===== src/rtl/filter_bank_sequencer_if.sv =====
// Handshake bundle between the FFT spectrum source, the filter bank and the band consumer.
// The slave modport is the sequencer's view; master is the surrounding environment.
interface filter_bank_sequencer_if #(
    parameter int BIN_W     = 10,
    parameter int NUM_BANDS = 40
);
    logic [31:0]             spec_data;
    logic [BIN_W-1:0]        spec_index;
    logic                    spec_last;
    logic                    spec_valid;
    logic                    spec_ready;
    logic [31:0]             fb_in;
    logic                    fb_s_valid;
    logic                    fb_s_ready;
    logic [16*NUM_BANDS-1:0] fb_out;
    logic                    fb_m_valid;
    logic                    fb_m_ready;
    logic [15:0]             band_data;
    logic [5:0]              band_index;
    logic                    band_last;
    logic                    band_valid;
    logic                    band_ready;

    modport slave (
        input  spec_data, spec_index, spec_last, spec_valid, fb_s_ready,
        input  fb_out, fb_m_valid, band_ready,
        output spec_ready, fb_in, fb_s_valid, fb_m_ready,
        output band_data, band_index, band_last, band_valid
    );

    modport master (
        output spec_data, spec_index, spec_last, spec_valid, fb_s_ready,
        output fb_out, fb_m_valid, band_ready,
        input  spec_ready, fb_in, fb_s_valid, fb_m_ready,
        input  band_data, band_index, band_last, band_valid
    );
endinterface


===== src/rtl/filter_bank_sequencer.sv =====
// Frame controller: feeds exactly FEED_LEN bins per FFT frame to the filter bank (zero-padding
// short frames), captures the band results and replays them as an indexed serial stream.
module filter_bank_sequencer #(
    parameter int START_BIN = 1,
    parameter int FEED_LEN  = 256,
    parameter int NUM_BANDS = 40,
    parameter int BIN_W     = 10
) (
    input  logic                   clk,
    input  logic                   reset,
    filter_bank_sequencer_if.slave bus,
    output logic [15:0]            drop_count,
    output logic [15:0]            short_count
);
    localparam int              FC_W      = $clog2(FEED_LEN + 1);
    localparam logic [FC_W-1:0] FEED_LAST = FC_W'(FEED_LEN - 1);
    localparam logic [FC_W-1:0] CNT_ONE   = FC_W'(1);
    localparam logic [5:0]      BAND_LAST = 6'(NUM_BANDS - 1);

    typedef enum logic [2:0] {
        ST_IDLE  = 3'd0,
        ST_SKIP  = 3'd1,
        ST_FEED  = 3'd2,
        ST_DRAIN = 3'd3,
        ST_PAD   = 3'd4,
        ST_WAIT  = 3'd5,
        ST_OUT   = 3'd6
    } state_t;

    state_t          state_r;
    logic [FC_W-1:0] feed_cnt_r;
    logic            mid_frame_r;
    logic [15:0]     capture_r [NUM_BANDS];
    logic            spec_xfer_s;
    logic            fb_xfer_s;
    logic            band_xfer_s;
    logic            mid_nxt_s;
    logic [5:0]      band_nxt_s;

    function automatic logic [15:0] sat_inc(input logic [15:0] v);
        return (v == 16'hFFFF) ? v : v + 16'd1;
    endfunction

    // Zero-latency feed path; held quiet while reset is asserted.
    always_comb begin
        bus.spec_ready = 1'b0;
        bus.fb_in      = 32'd0;
        bus.fb_s_valid = 1'b0;
        if (!reset) begin
            bus.spec_ready = 1'b0;
        end else begin
            case (state_r)
                ST_IDLE, ST_DRAIN, ST_OUT: bus.spec_ready = 1'b1;
                // The first in-window bin is left on the bus so FEED consumes it.
                ST_SKIP: bus.spec_ready = (bus.spec_index < BIN_W'(START_BIN));
                ST_FEED: begin
                    bus.fb_in      = bus.spec_data;
                    bus.fb_s_valid = bus.spec_valid;
                    bus.spec_ready = bus.fb_s_ready;
                end
                ST_PAD:  bus.fb_s_valid = 1'b1;
                default: bus.spec_ready = 1'b0;
            endcase
        end
    end

    // Transfer qualifiers and next-value helpers for the sequencer.
    always_comb begin
        spec_xfer_s = bus.spec_valid & bus.spec_ready;
        fb_xfer_s   = bus.fb_s_valid & bus.fb_s_ready;
        band_xfer_s = bus.band_valid & bus.band_ready;
        band_nxt_s  = bus.band_index + 6'd1;
        if (spec_xfer_s) begin
            mid_nxt_s = ~bus.spec_last;
        end else begin
            mid_nxt_s = mid_frame_r;
        end
    end

    // Frame sequencer with registered band stream, capture array and counters.
    always_ff @(posedge clk) begin
        if (!reset) begin
            state_r         <= ST_IDLE;
            feed_cnt_r      <= '0;
            mid_frame_r     <= 1'b0;
            drop_count      <= 16'd0;
            short_count     <= 16'd0;
            bus.fb_m_ready  <= 1'b0;
            bus.band_data   <= 16'd0;
            bus.band_index  <= 6'd0;
            bus.band_last   <= 1'b0;
            bus.band_valid  <= 1'b0;
            for (int k = 0; k < NUM_BANDS; k++) begin
                capture_r[k] <= 16'd0;
            end
        end else begin
            bus.fb_m_ready <= 1'b0;
            case (state_r)
                ST_IDLE: begin
                    if (spec_xfer_s && bus.spec_last) begin
                        state_r <= ST_SKIP;
                    end
                end
                ST_SKIP: begin
                    if (spec_xfer_s && bus.spec_last) begin
                        short_count <= sat_inc(short_count);
                        feed_cnt_r  <= '0;
                        state_r     <= ST_PAD;
                    end else if (bus.spec_valid && !bus.spec_ready) begin
                        feed_cnt_r <= '0;
                        state_r    <= ST_FEED;
                    end
                end
                ST_FEED: begin
                    if (fb_xfer_s) begin
                        feed_cnt_r <= feed_cnt_r + CNT_ONE;
                        if (feed_cnt_r == FEED_LAST) begin
                            state_r <= bus.spec_last ? ST_WAIT : ST_DRAIN;
                        end else if (bus.spec_last) begin
                            short_count <= sat_inc(short_count);
                            state_r     <= ST_PAD;
                        end
                    end
                end
                ST_DRAIN: begin
                    if (spec_xfer_s && bus.spec_last) begin
                        state_r <= ST_WAIT;
                    end
                end
                ST_PAD: begin
                    if (fb_xfer_s) begin
                        feed_cnt_r <= feed_cnt_r + CNT_ONE;
                        if (feed_cnt_r == FEED_LAST) begin
                            state_r <= ST_WAIT;
                        end
                    end
                end
                ST_WAIT: begin
                    if (bus.fb_m_valid) begin
                        for (int k = 0; k < NUM_BANDS; k++) begin
                            capture_r[k] <= bus.fb_out[16*k +: 16];
                        end
                        bus.fb_m_ready <= 1'b1;
                        bus.band_data  <= bus.fb_out[15:0];
                        bus.band_index <= 6'd0;
                        bus.band_last  <= (BAND_LAST == 6'd0);
                        bus.band_valid <= 1'b1;
                        mid_frame_r    <= 1'b0;
                        state_r        <= ST_OUT;
                    end
                end
                ST_OUT: begin
                    mid_frame_r <= mid_nxt_s;
                    if (spec_xfer_s && bus.spec_last) begin
                        drop_count <= sat_inc(drop_count);
                    end
                    if (band_xfer_s) begin
                        if (bus.band_last) begin
                            bus.band_valid <= 1'b0;
                            bus.band_index <= 6'd0;
                            bus.band_last  <= 1'b0;
                            bus.band_data  <= 16'd0;
                            feed_cnt_r     <= '0;
                            mid_frame_r    <= 1'b0;
                            // A frame that began during replay is skipped to its end.
                            state_r        <= mid_nxt_s ? ST_IDLE : ST_SKIP;
                        end else begin
                            bus.band_index <= band_nxt_s;
                            bus.band_data  <= capture_r[band_nxt_s];
                            bus.band_last  <= (band_nxt_s == BAND_LAST);
                        end
                    end
                end
                default: state_r <= ST_IDLE;
            endcase
        end
    end
endmodule


===== src/flat_wrapper.sv =====
// flat-port wrapper written by rule: the top's interface ports become plain ports
module filter_bank_sequencer_flat 
#(
    parameter int START_BIN = 1,
    parameter int FEED_LEN  = 256,
    parameter int NUM_BANDS = 40,
    parameter int BIN_W     = 10
)
  (clk, reset, drop_count, short_count, bus_spec_data, bus_spec_index, bus_spec_last, bus_spec_valid, bus_fb_s_ready, bus_fb_out, bus_fb_m_valid, bus_band_ready, bus_spec_ready, bus_fb_in, bus_fb_s_valid, bus_fb_m_ready, bus_band_data, bus_band_index, bus_band_last, bus_band_valid);
  filter_bank_sequencer_if #(.BIN_W(BIN_W), .NUM_BANDS(NUM_BANDS)) bus_i ();
  input  logic clk;
  input  logic reset;
  output logic [15:0] drop_count;
  output logic [15:0] short_count;
  input wire logic [$bits(bus_i.spec_data)-1:0] bus_spec_data;
  input wire logic [$bits(bus_i.spec_index)-1:0] bus_spec_index;
  input wire logic [$bits(bus_i.spec_last)-1:0] bus_spec_last;
  input wire logic [$bits(bus_i.spec_valid)-1:0] bus_spec_valid;
  input wire logic [$bits(bus_i.fb_s_ready)-1:0] bus_fb_s_ready;
  input wire logic [$bits(bus_i.fb_out)-1:0] bus_fb_out;
  input wire logic [$bits(bus_i.fb_m_valid)-1:0] bus_fb_m_valid;
  input wire logic [$bits(bus_i.band_ready)-1:0] bus_band_ready;
  output wire logic [$bits(bus_i.spec_ready)-1:0] bus_spec_ready;
  output wire logic [$bits(bus_i.fb_in)-1:0] bus_fb_in;
  output wire logic [$bits(bus_i.fb_s_valid)-1:0] bus_fb_s_valid;
  output wire logic [$bits(bus_i.fb_m_ready)-1:0] bus_fb_m_ready;
  output wire logic [$bits(bus_i.band_data)-1:0] bus_band_data;
  output wire logic [$bits(bus_i.band_index)-1:0] bus_band_index;
  output wire logic [$bits(bus_i.band_last)-1:0] bus_band_last;
  output wire logic [$bits(bus_i.band_valid)-1:0] bus_band_valid;
  assign bus_i.spec_data = bus_spec_data;
  assign bus_i.spec_index = bus_spec_index;
  assign bus_i.spec_last = bus_spec_last;
  assign bus_i.spec_valid = bus_spec_valid;
  assign bus_i.fb_s_ready = bus_fb_s_ready;
  assign bus_i.fb_out = bus_fb_out;
  assign bus_i.fb_m_valid = bus_fb_m_valid;
  assign bus_i.band_ready = bus_band_ready;
  assign bus_spec_ready = bus_i.spec_ready;
  assign bus_fb_in = bus_i.fb_in;
  assign bus_fb_s_valid = bus_i.fb_s_valid;
  assign bus_fb_m_ready = bus_i.fb_m_ready;
  assign bus_band_data = bus_i.band_data;
  assign bus_band_index = bus_i.band_index;
  assign bus_band_last = bus_i.band_last;
  assign bus_band_valid = bus_i.band_valid;
  filter_bank_sequencer #(.START_BIN(START_BIN), .FEED_LEN(FEED_LEN), .NUM_BANDS(NUM_BANDS), .BIN_W(BIN_W)) u_core (.clk(clk), .reset(reset), .bus(bus_i), .drop_count(drop_count), .short_count(short_count));
endmodule

===== config.mk =====
export PLATFORM = sky130hd
export DESIGN_NAME = filter_bank_sequencer_flat
export DESIGN_NICKNAME = d
export VERILOG_FILES = /design/src/rtl/filter_bank_sequencer_if.sv /design/src/rtl/filter_bank_sequencer.sv /design/src/flat_wrapper.sv
export SDC_FILE = /design/constraint.sdc
export NUM_CORES = 1
export LEC_CHECK = 0
export ABC_CLOCK_PERIOD_IN_PS = 19600
export BUFFER_PORTS_ARGS = -buffer_cell sky130_fd_sc_hd__buf_2
export CORE_AREA = 2 2 306 308
export DETAILED_ROUTE_END_ITERATION = 6
export DIE_AREA = 0 0 308 310
export PLACE_DENSITY_LB_ADDON = 0.08
export RECOVER_POWER = 25
export SYNTH_ARGS = -nofsm -noshare
export SYNTH_HDL_FRONTEND = slang
export SYNTH_SLANG_ARGS = --single-unit

===== constraint.sdc =====
create_clock -name clk -period 19.6 [get_ports clk]
set_input_delay 1.96 -clock clk [delete_from_list [all_inputs] [get_ports clk]]
set_output_delay 1.96 -clock clk [all_outputs]
set_load 0.02 [all_outputs]

==> metrics.md <==
| Metric | Value |
|---|---|
| Core Rows | 112 |
| Dominant combinational cell family by area after synthesis | simple AND/OR/NAND/NOR gates |
| RD Place Congestion | just over 0.8 |
| Pre-antenna DRT Iters | 6 |
| IO buf count | 779 |
| Slew headroom | -1.47 |
| Delay of the slowest critical-path stage | 2650 ps |
| Yosys top cell area share | 0.591 |
| Critical Path RT | approximately 18000 ps |
| Antenna-violating nets left | 0 |
| Die width | 308 um |
| Core area | just over 90000 um^2 |
| Mapped Nets | between 2000 and 3000 |
| Failing checks | capacitance limit, slew limit |
| Dpl hpwl | 76.7 mm |
| Hold Crit Class | flop to flop |
| Io pins | 780 |
| Filler Cell Count | 8623 |
| Cts bufs inserted | 82 |
| Initial Util | 0.352 |
| Reg area | a little over 20000 um^2 |
| Vias | 21000 |
| Crit end category | output pin |
| Peak Freq | about 0.12 GHz |
| Fin. Hold Viols | 0 |
| Synth Instances | approximately 2200 |
| Delay-heaviest family, CP | buffers and inverters |
| DR WL/cell | 24.7 um |
| Worst Skew | 18.0 ps |
| Clk buf depth | 3 |
| Worst path bufs/invs | 4 |
| First-pass GRT wire length | 146 mm |
| Die Y | 310 um |
| Mux cell area share after synthesis | 0.135 |
| Cell accounting for the most synthesized area | edfxtp_1 |
| Status | finished with violations |
| Post-CTS Resized | 0 |
| CTS tree | yes |
| RSZ-0062 raised after global routing | no |
| Clk_lat worst skew | 640 ps |
| Largest net degree at the start of global routing | 309 |
| Total grt overflow | 0 |
| Most used cell along the critical path | clkbuf_1 |
| WL final | 105 mm |
| Vias in the first global route | 21800 |
| Worst Setup SP | reset |
| Leak pwr | ~15 nW |
| Post-synth cell types | 60 |
| Post-synthesis sequential area ratio | 0.634 |
| Critical Path AT | ~6700 ps |
| Final nets | 3652 |
| Synth warn | 0 |
| Hold-fix buffers, CTS | 0 |
| Critical path launch point type | primary input |
| Post-Synth XOR/XNOR Area | 0.00700 |
| Antenna violations before repair | 53 |
| Max cap viols | 4 |
| Maximum vdd ir drop | 0.0000642 V |
| Clock sink count | 710 |
| Worst setup path category | primary input to output pin |
| Top post-synthesis cells by area | edfxtp_1, and2_1, mux4_2 |
| Yosys reg bits | 710 |
| WHS | 458 ps |
| Reg2reg start | u_core.state_r[0] |
| Synth Area in Compound Gates | 0.0304 |
| Sum Neg Setup Slack | 0 ps |
| Synth Flop Type | edfxtp_1 |
| Crit Path Max Fanout | between 100 and 150 |
| Share of layout cells above drive strength 1 | 0.340 |
| Most frequent cells in the layout | buf_2, edfxtp_1, and2_1, mux4_2, and2_0 |
| Post-CTS Setup Repair Bufs | 0 |
| Syn_area_per_cell | about 15 um^2 |
| Area Overhead vs Synth | 23.4% |
| Min cycle time layout | 8620 ps |
| Multi-input gate area | ~11000 um^2 |
| Post-synth EDFFs | 640 |
| DR iter-0 viols | 1473 |
| Worst-Margin Slew | 3700 ps |
| Most common cell after layout, fill and taps aside | buf_2 |
| Via density | ~5 |
| Clock-pin slew on the worst setup and hold paths | 50 ps |
| Drt drc | 0 |
| Synth Area in Simple Gates | 0.170 |
| H-tree Lvls | 3 |
| Pwr Density | 86.3 nW/um^2 |
| Final Setup Violations | 0 |
| Total global routing track utilization | 0.213 |
| Root buf cell | clkbuf_16 |
| Critical Path Slowest Stage Cell | clkbuf_1 |
| Final Max Slew Viols | 253 |
| Die area | 95500 um^2 |
| Synth async-reset ratio | 0 |
| Cell Chain, Critical Path | clkbuf_1 -> clkbuf_1 -> nand2b_1 -> nor2_1 -> buf_4 -> and2_1 -> buf_2 |
| Tcrit/Tclk final | 0.440 |
| Synthesized area | 32500 um^2 |
| Min-delay src | u_core.feed_cnt_r[8] |
| Post-synthesis adder-cell area fraction | 0.00231 |
-- synthesized netlist by cell type (11+ instances only) --
cell type	n
a311oi_1	15
nor2_1	64
nor4b_1	18
edfxtp_1	640
nand2_1	50
o21ai_0	23
a21oi_1	31
and3_1	11
o211ai_1	16
nand3_1	40
buf_2	38
clkbuf_1	103
and2_1	681
mux2i_1	80
xor2_1	13
o22ai_1	32
mux4_2	160
dfxtp_1	70
inv_1	12
xnor2_1	13
-- sequential cells by signal (all words and copies together) (netlist names) --
| signal | cells |
|---|---|
| u_core.bus.band_valid | 1 |
| u_core.short_count | 16 |
| u_core.bus.band_index | 6 |
| u_core.state_r | 3 |
| u_core.bus.band_last | 1 |
| u_core.capture_r | 640 |
| u_core.drop_count | 16 |
| u_core.bus.band_data | 16 |
| u_core.mid_frame_r | 1 |
| u_core.feed_cnt_r | 9 |
| u_core.bus.fb_m_ready | 1 |
-- final timing paths --
check	slack, ps	end	cells past startpoint
setup / recovery	10980	bus_fb_in[24]	7
hold / removal	460	u_core.feed_cnt_r[8]	2
setup reg to reg	13830	u_core.capture_r[37][4]	5
hold reg to reg	460	u_core.feed_cnt_r[8]	2
-- layout make-up --
class | count | share of cell area
Sequential cell | 710 | 0.514
Inverter | 12 | 0.00112
Tap cell | 1197 | 0.0373
Multi-Input combinational cell | 1347 | 0.281
Timing Repair Buffer | 804 | 0.101
Clock inverter | 41 | 0.00889
Antenna cell | 26 | 0.00162
Clock buffer | 104 | 0.0555
-- worst min-delay path, delay by kind of cell, from the launching register on --
kind,cells,cell delay (ps)
compound gates,1,50
flops,1,310
simple gates,1,50
-- metal layers --
metal | track usage | wire length (um) | vias up
met2 | 0.381 | 54900 | 676
met3 | 0.0462 | 6070 | 157
met5 | 0 | 171 | -
met1 | 0.254 | 41000 | 10400
li1 | - | - | 9758
met4 | 0.0729 | 2440 | 26
-- cell families (layout without fill, tap and decap cells) --
kind of cell             count (synthesis)  in the layout
other                                    0             26
AO/OA/AOI/OAI                          150            150
multiplexers                           240            240
flip-flops                             710            710
adder cells (fa/ha/maj)                  6              6
buffers and inverters                  164            961
AND/OR/NAND/NOR                        925            925
XOR/XNOR                                26             26
-- where the power goes --
group,internal (W),switching (W)
Combinational,0.000103,0.000128
Clock,0.000869,0.000628
Sequential,0.00171,0.0000236
-- metrics by stage --
stage                     utilization  instance area, um^2  setup WS [ps]  cells  power [W]
final                           0.434                40100          10980   4241    0.00346
after global routing            0.434                40100          10210   4238    0.00359
after CTS                       0.434                40200          13650   4215    0.00351
after detailed placement        0.406                37600          13640   4070    0.00200
after global placement          0.406                37600          13740   4070    0.00200
after floorplan                     -                32500           2110   2221    0.00192
Power figures use the tool's default switching activity.
